$ cat config.mk
export PLATFORM = sky130hd
export DESIGN_NAME = twos_complement_to_bcd
export DESIGN_NICKNAME = d
export VERILOG_FILES = /design/src/rtl/twos_complement_to_bcd.sv
export SDC_FILE = /design/constraint.sdc
export NUM_CORES = 1
export LEC_CHECK = 0
export BUFFER_PORTS_ARGS = -buffer_cell sky130_fd_sc_hd__clkbuf_2
export CORE_MARGIN = 4
export CORE_UTILIZATION = 61
export DETAILED_ROUTE_END_ITERATION = 12
export PLACE_DENSITY = 0.84
export SYNTH_ARGS = -nofsm -noshare
export SYNTH_HDL_FRONTEND = slang
export SYNTH_SLANG_ARGS = --single-unit
$ cat constraint.sdc
create_clock -name clk -period 3.35 [get_ports clk]
set_input_delay 0.1675 -clock clk [delete_from_list [all_inputs] [get_ports clk]]
set_output_delay 0.1675 -clock clk [all_outputs]
set_load 0.05 [all_outputs]
$ cat src/rtl/twos_complement_to_bcd.sv
// twos_complement_to_bcd
// Converts a (bits+1)-bit two's-complement operand to sign, widened magnitude
// and packed BCD using a one-bit-per-clock shift-add-3 engine.
// Optional feature macro: TWOS_BCD_BLANK_EN (adds the blankMask output).
// Ports:
//   clk, rst_n          clock, synchronous active-low reset
//   twosComp, inValid   operand and its valid; inReady high only while idle
//   sign, magnitude     result sign (1 = negative) and absolute value
//   bcd                 packed BCD, digit 0 in bcd[3:0]
//   outValid, outReady  result handshake
//   blankMask           leading-zero blanking per digit (macro only)
module twos_complement_to_bcd #(
    parameter int unsigned bits   = 8,
    parameter int unsigned DIGITS = 3
) (
    input  logic                  clk,
    input  logic                  rst_n,
    input  logic [bits:0]         twosComp,
    input  logic                  inValid,
    output logic                  inReady,
    output logic                  sign,
    output logic [bits:0]         magnitude,
    output logic [4*DIGITS-1:0]   bcd,
    output logic                  outValid,
    input  logic                  outReady
`ifdef TWOS_BCD_BLANK_EN
   ,output logic [DIGITS-1:0]     blankMask
`endif
);

    localparam int unsigned W     = bits + 1;
    localparam int unsigned ACC_W = 4 * DIGITS;
    localparam int unsigned CNT_W = $clog2(bits + 2);

    typedef enum logic [1:0] {
        IDLE = 2'd0,
        CONV = 2'd1,
        DONE = 2'd2
    } state_e;

    state_e             state_q, state_d;
    logic               in_ready_q, in_ready_d;
    logic               out_valid_q, out_valid_d;
    logic               sign_q, sign_d;
    logic [W-1:0]       mag_q, mag_d;
    logic [ACC_W-1:0]   bcd_q, bcd_d;
    logic               sign_cap_q, sign_cap_d;
    logic [W-1:0]       mag_cap_q, mag_cap_d;
    logic [W-1:0]       shreg_q, shreg_d;
    logic [ACC_W-1:0]   acc_q, acc_d;
    logic [CNT_W-1:0]   cnt_q, cnt_d;
    logic [ACC_W-1:0]   acc_adj;
    logic [ACC_W-1:0]   acc_shift;
    logic [W-1:0]       sh_shift;
    logic               accept;
    logic               last_step;

    assign accept    = (state_q == IDLE) && inValid;
    assign last_step = (state_q == CONV) && (cnt_q == CNT_W'(1));

    // State register
    always_ff @(posedge clk) begin
        if (!rst_n) state_q <= IDLE;
        else        state_q <= state_d;
    end

    // Next-state logic
    always_comb begin
        state_d = state_q;
        case (state_q)
            IDLE:    if (accept)    state_d = CONV;
            CONV:    if (last_step) state_d = DONE;
            DONE:    if (outReady)  state_d = IDLE;
            default:                state_d = IDLE;
        endcase
    end

    // Shift-add-3 step: correct digits >= 5, then shift {acc, shreg} left
    always_comb begin
        acc_adj = acc_q;
        for (int i = 0; i < int'(DIGITS); i++) begin
            if (acc_q[4*i +: 4] >= 4'd5) acc_adj[4*i +: 4] = acc_q[4*i +: 4] + 4'd3;
        end
        acc_shift = {acc_adj[ACC_W-2:0], shreg_q[W-1]};
        sh_shift  = {shreg_q[W-2:0], 1'b0};
    end

    // Output and datapath next values
    always_comb begin
        in_ready_d  = (state_d == IDLE);
        out_valid_d = (state_d == DONE);
        sign_d      = sign_q;
        mag_d       = mag_q;
        bcd_d       = bcd_q;
        sign_cap_d  = sign_cap_q;
        mag_cap_d   = mag_cap_q;
        shreg_d     = shreg_q;
        acc_d       = acc_q;
        cnt_d       = cnt_q;
        if (accept) begin
            sign_cap_d = twosComp[bits];
            mag_cap_d  = twosComp[bits] ? W'(~twosComp + 1'b1) : twosComp;
            shreg_d    = twosComp[bits] ? W'(~twosComp + 1'b1) : twosComp;
            acc_d      = '0;
            cnt_d      = CNT_W'(W);
        end else if (state_q == CONV) begin
            acc_d   = acc_shift;
            shreg_d = sh_shift;
            cnt_d   = cnt_q - CNT_W'(1);
            // Results are published only on entry to DONE so they hold between conversions
            if (last_step) begin
                sign_d = sign_cap_q;
                mag_d  = mag_cap_q;
                bcd_d  = acc_shift;
            end
        end
    end

    // Datapath and output registers
    always_ff @(posedge clk) begin
        if (!rst_n) begin
            in_ready_q  <= 1'b1;
            out_valid_q <= 1'b0;
            sign_q      <= 1'b0;
            mag_q       <= '0;
            bcd_q       <= '0;
            sign_cap_q  <= 1'b0;
            mag_cap_q   <= '0;
            shreg_q     <= '0;
            acc_q       <= '0;
            cnt_q       <= '0;
        end else begin
            in_ready_q  <= in_ready_d;
            out_valid_q <= out_valid_d;
            sign_q      <= sign_d;
            mag_q       <= mag_d;
            bcd_q       <= bcd_d;
            sign_cap_q  <= sign_cap_d;
            mag_cap_q   <= mag_cap_d;
            shreg_q     <= shreg_d;
            acc_q       <= acc_d;
            cnt_q       <= cnt_d;
        end
    end

    assign inReady   = in_ready_q;
    assign outValid  = out_valid_q;
    assign sign      = sign_q;
    assign magnitude = mag_q;
    assign bcd       = bcd_q;

`ifdef TWOS_BCD_BLANK_EN
    logic [DIGITS-1:0] blank_q, blank_d;
    logic              upper_zero;

    // Digit i blanks when it and every higher digit are zero; digit 0 never blanks
    always_comb begin
        blank_d    = blank_q;
        upper_zero = 1'b1;
        if (last_step) begin
            blank_d = '0;
            for (int i = int'(DIGITS) - 1; i >= 1; i--) begin
                upper_zero = upper_zero & (acc_shift[4*i +: 4] == 4'd0);
                blank_d[i] = upper_zero;
            end
        end
    end

    always_ff @(posedge clk) begin
        if (!rst_n) blank_q <= '0;
        else        blank_q <= blank_d;
    end

    assign blankMask = blank_q;
`endif

endmodule

* Word-level counts from Yosys, hierarchy flattened
Cells that the tools add are included.
Word-level totals: register bits 61, bits of input ports 13, output and inout port bits 24
Operators by class: add/subtract/negate cells 5, order comparisons 3, equality and inequality tests 4, mux-type cells 12, bitwise logic cells 3, reductions and logical operators 7
Operator list (number):
- 9-bit 2-to-1 mux | 3
- 4-bit 2-to-1 mux | 4
- 4-bit by 3-bit >= comparator with 1-bit output (second input constant) | 3
- 9-bit by 1-bit adder with 9-bit output (second input constant) | 1
- 9-bit NOT | 1
- 4-bit by 2-bit adder with 4-bit output (second input constant) | 2
- 2-bit 2-to-1 mux | 3
- 2-bit case mux with 3 select lines | 1
- 2-bit equality test (second input constant) | 2
- 4-bit by 1-bit equality test with 1-bit output (second input constant) | 1
- 2-bit zero test | 2
- 4-bit by 1-bit subtractor with 4-bit output (second input constant) | 1
- 3-bit by 2-bit adder with 3-bit output (second input constant) | 1
- 3-bit 2-to-1 mux | 1
- 3-bit AND reduction | 1
- 2-bit by 1-bit equality test with 1-bit output (second input constant) | 1
- 1-bit logical AND | 2
- 1-bit NOT | 2
- 2-bit nonzero test | 1
- 2-bit OR reduction | 1

* Depth between registers and ports, before layout
depth in word-level cells 5, gate-level depth with buffers 8

* Least setup slack after synthesis
No wires, ideal clock.
kind reg-to-reg, from register acc_q[4], to register acc_q[6], setup time 0.076 ns, data arrival time 1.385 ns, required time 3.274 ns, path slack 1.889 ns, stages on the path, launching flop included 7, path buffers 0, period minus slack after synthesis 1.461 ns, cells stage by stage dfxtp_1 -> inv_1 -> ha_1 -> nand2b_1 -> a21oi_1 -> mux2_2 -> o22ai_1
Between the ends: word-level cells in the longest chain between the ends 2, elaborated cells between the ends (all ways) 3
Ends and longest elaborated chain:
- from (decl) | line 50 | logic [ACC_W-1:0] acc_q, acc_d;
- from (signal assigned) | line 130 | acc_q <= '0;
- from (signal assigned) | line 141 | acc_q <= acc_d;
- 4-bit by 2-bit adder with 4-bit output / 4-bit by 3-bit >= comparator with 1-bit output (equally long branches) | line 82 | if (acc_q[4*i +: 4] >= 4'd5) acc_adj[4*i +: 4] = acc_q[4*i +: 4] + 4'd3;
- 4-bit 2-to-1 mux * | line 82
Mark *: on every way between the ends. The rest lies on a longest branch, timed or not. A chain may end at the register's enable or synchronous reset.

* Worst setup path after layout
from register state_q[0], to register mag_q[5], in the netlist magnitude[5]
Between the ends: word-level cells in the longest chain between the ends 4, elaborated cells between the ends (all ways) 6
Ends and longest elaborated chain:
- from (decl) | line 41 | state_e state_q, state_d;
- from (signal assigned) | line 64 | else state_q <= state_d;
- 2-bit zero test | line 58 | assign accept = (state_q == IDLE) && inValid;
- 1-bit logical AND | line 58
- 1-bit NOT (no line)
- 3-bit AND reduction (no line) *
- to (signal assigned) | line 136 | mag_q <= mag_d;
- to (decl) | line 45 | logic [W-1:0] mag_q, mag_d;
Marked as above.

==> results.md <==
* GR Overflow Total at 0
* Async SR Flop Fraction at 0
* Reg2Reg Depth at 5
* Number of post-CTS setup repair buffers at 0
* Total GRT Usage at 0.234
* Starting density of the core at 0.647
* Fin Clk Skew at 0.00917 ns
* Cts repair resizes at 0
* Sink Count at 61
* H-tree depth at 3
* Power Total at 1.79 mW
* Final Core Density at 0.745
* Gate count of the mapped netlist at 312
* Tightest Pin Transition at 0.923 ns
* Period utilization at 0.646
* Post-synthesis cell type count at 42
* PD cells at 584 nW/um2
* Clk buf depth at 2
* Routed vias at 2311
* Max-cap violations at 0
* Clk slew on worst S/H paths at 0.07 ns
* First-pass GRT wire length at 9640 um
* Leakage power at 1.16 nW
* Setup crit start: state_q[0]
* Residual DRC at 0
* Clock Latency Late Sink at 0.34 ns
* Chip Width at 74.1 um
* Register area at 1220 um2
* Flop2flop setup slack at 1.19 ns
* Top FF cell, synth: dfxtp_1
* Outcome: complete, no violations
* CP Class: register to register
* Initial antenna violation count at 0
* Synth-to-Final Area Change at 15.1%
* Vias per cell at 5.81
* Final setup violation count at 0
* Hold Buf Count CTS at 0
* Worst R2R Start: state_q[0]
* Fin crit period at 2.16 ns
* Final HPWL DP at 3950 um
* Setup TNS at 0 ns
* Post-DRT Antenna Nets at 0
* HP Class: input port to register
* Maximum vdd drop at 429 uV
* Reg2reg end: magnitude[5]
* Critical Path AT at 2.43 ns
* DRT iter0 DRCs at 146
* Most frequent cells in the layout: 61 x dfxtp_1, 48 x a21oi_1, 46 x nand2_1
* Critical Path Start Type: register
* Layout cell share with drive strength beyond 1 at 0.198
* Largest net degree at the start of global routing at 31
* Syn_area_per_cell at 8.53 um2
* Die ar. at 5490 um2
* #FFs+latches synth at 61
* Fmax at 462 MHz
* Slew headroom at 0.384
* Final Max Tran Viols at 0
* Ant diodes at 0
* Critical Path Sink: magnitude[5]
* Site Rows at 23
* Num CTS Buffers at 9
* Seq/Total Area, Yosys at 0.459
* WL/cell at 14.4 um
* Post-Syn Area at 2660 um2
* Syn nets at 334
* CP endpoint kind: register
* IO Pins at 37
* Multi-input gate area at 1310 um2
* Final wirelength at 5720 um
* Port Buffers at 36
* Final instance area at 3070 um2
* Placed Area at 2820 um2
* CTS tree: done
* CP required at 3.61 ns
* Final hold vios at 0
* CP max FO at 14
* Yosys warnings at 0
* Clock root buffer master: clkbuf_8
* Fillcell total at 325
* Most common cell after layout, fill and taps aside: dfxtp_1
* Drt pass-1 iters at 4
* Post-synth EDFFs at 0
* Core area at 4120 um2
* Die H at 74.1 um
* Placer Congestion at 0.848
* Nets@finish at 365
* Unrepaired setup endpoints after global routing: false
* Vias in the first global route at 2162
* Hold slack at 0.159 ns
[area by class of cell]
cell class | count | area share
Multi-Input combinational cell | 223 | 0.426
Sequential cell | 61 | 0.398
Timing Repair Buffer | 37 | 0.0612
Clock buffer | 9 | 0.0404
Clock inverter | 7 | 0.0404
Tap cell | 50 | 0.0204
Inverter | 11 | 0.0135
[power by group]
group	internal [mW]	switching [mW]
Sequential	0.763	0.0285
Clock	0.497	0.301
Combinational	0.0664	0.133
Total	1.33	0.463
[per-layer routing]
metal  wire (um)  vias up  global-route usage
met4         154        0               0.127
met5           0        -                   0
li1            -     1138                   -
met2        2880       73               0.388
met1        2350     1085               0.269
met3         336       15              0.0716
[how the worst min path moves through the flow]
| stage | start | to | slack, ns | cells past startpoint |
|---|---|---|---|---|
| 5_1_grt | outReady | inReady | 0.17 | 3 |
| 2_1_floorplan | twosComp[0] | mag_cap_q[0] | 0.33 | 2 |
| 4_1_cts | outReady | inReady | 0.15 | 3 |
| 3_5_place_dp | shreg_q[0] | shreg_q[0] | 0.45 | 2 |
| 6_report | outReady | inReady | 0.16 | 3 |
| 3_3_place_gp | mag_cap_q[2] | magnitude[2] | 0.44 | 2 |
[kinds of logic (layout without fill, tap and decap cells)]
| family | Yosys count | after routing | synth area share |
|---|---|---|---|
| and+or+nand+nor | 107 | 107 | 0.198 |
| AOI/OAI and AO/OA | 94 | 94 | 0.204 |
| xor gates and xnor gates | 10 | 10 | 0.0329 |
| buffers and inverters | 28 | 64 | 0.0512 |
| adders and majority gates | 9 | 9 | 0.0423 |
| muxes | 3 | 3 | 0.0127 |
| DFF | 61 | 61 | 0.459 |
[sequential cells by signal, indices dropped and copies added, names as in the netlist, 2 cells and up]
signal	cells
bcd	12
mag_cap_q	9
cnt_q	4
magnitude	9
acc_q	12
shreg_q	9
state_q	2
[Yosys cell counts (2+ instances only)]
library cell / count / area, um2
dfxtp_1: 61 / 1220
a21oi_1: 48 / 240
nand2_1: 46 / 173
nor2_1: 24 / 90.1
o21ai_0: 20 / 100
inv_1: 11 / 41.3
nand3_1: 10 / 50.1
ha_1: 9 / 113
clkbuf_1: 7 / 26.3
nand2b_1: 7 / 43.8
a211oi_1: 6 / 45.0
nor3b_1: 6 / 45.0
o22ai_1: 6 / 37.5
xnor2_1: 6 / 52.6
buf_4: 5 / 37.5
buf_2: 4 / 20.0
xor2_1: 4 / 35.0
mux2_2: 3 / 33.8
o221ai_1: 3 / 26.3
a211oi_2: 2 / 25.0
o211ai_1: 2 / 15.0
o21ai_1: 2 / 10.0
[metrics by stage]
stage	std cells	setup WS, ns
floorplan	312	1.89
global placement	382	1.27
detailed placement	382	1.18
CTS	398	1.17
global route	398	0.867
finish	398	1.19
[worst max-delay path, stage by stage, from the launching register on]
cell and delay (ns):
dfxtp_1 0.58, nor2b_2 0.53, and2_1 0.51, buf_4 0.27, nand2_1 0.06, a21oi_1 0.12
(Power assumes the default switching activity.)
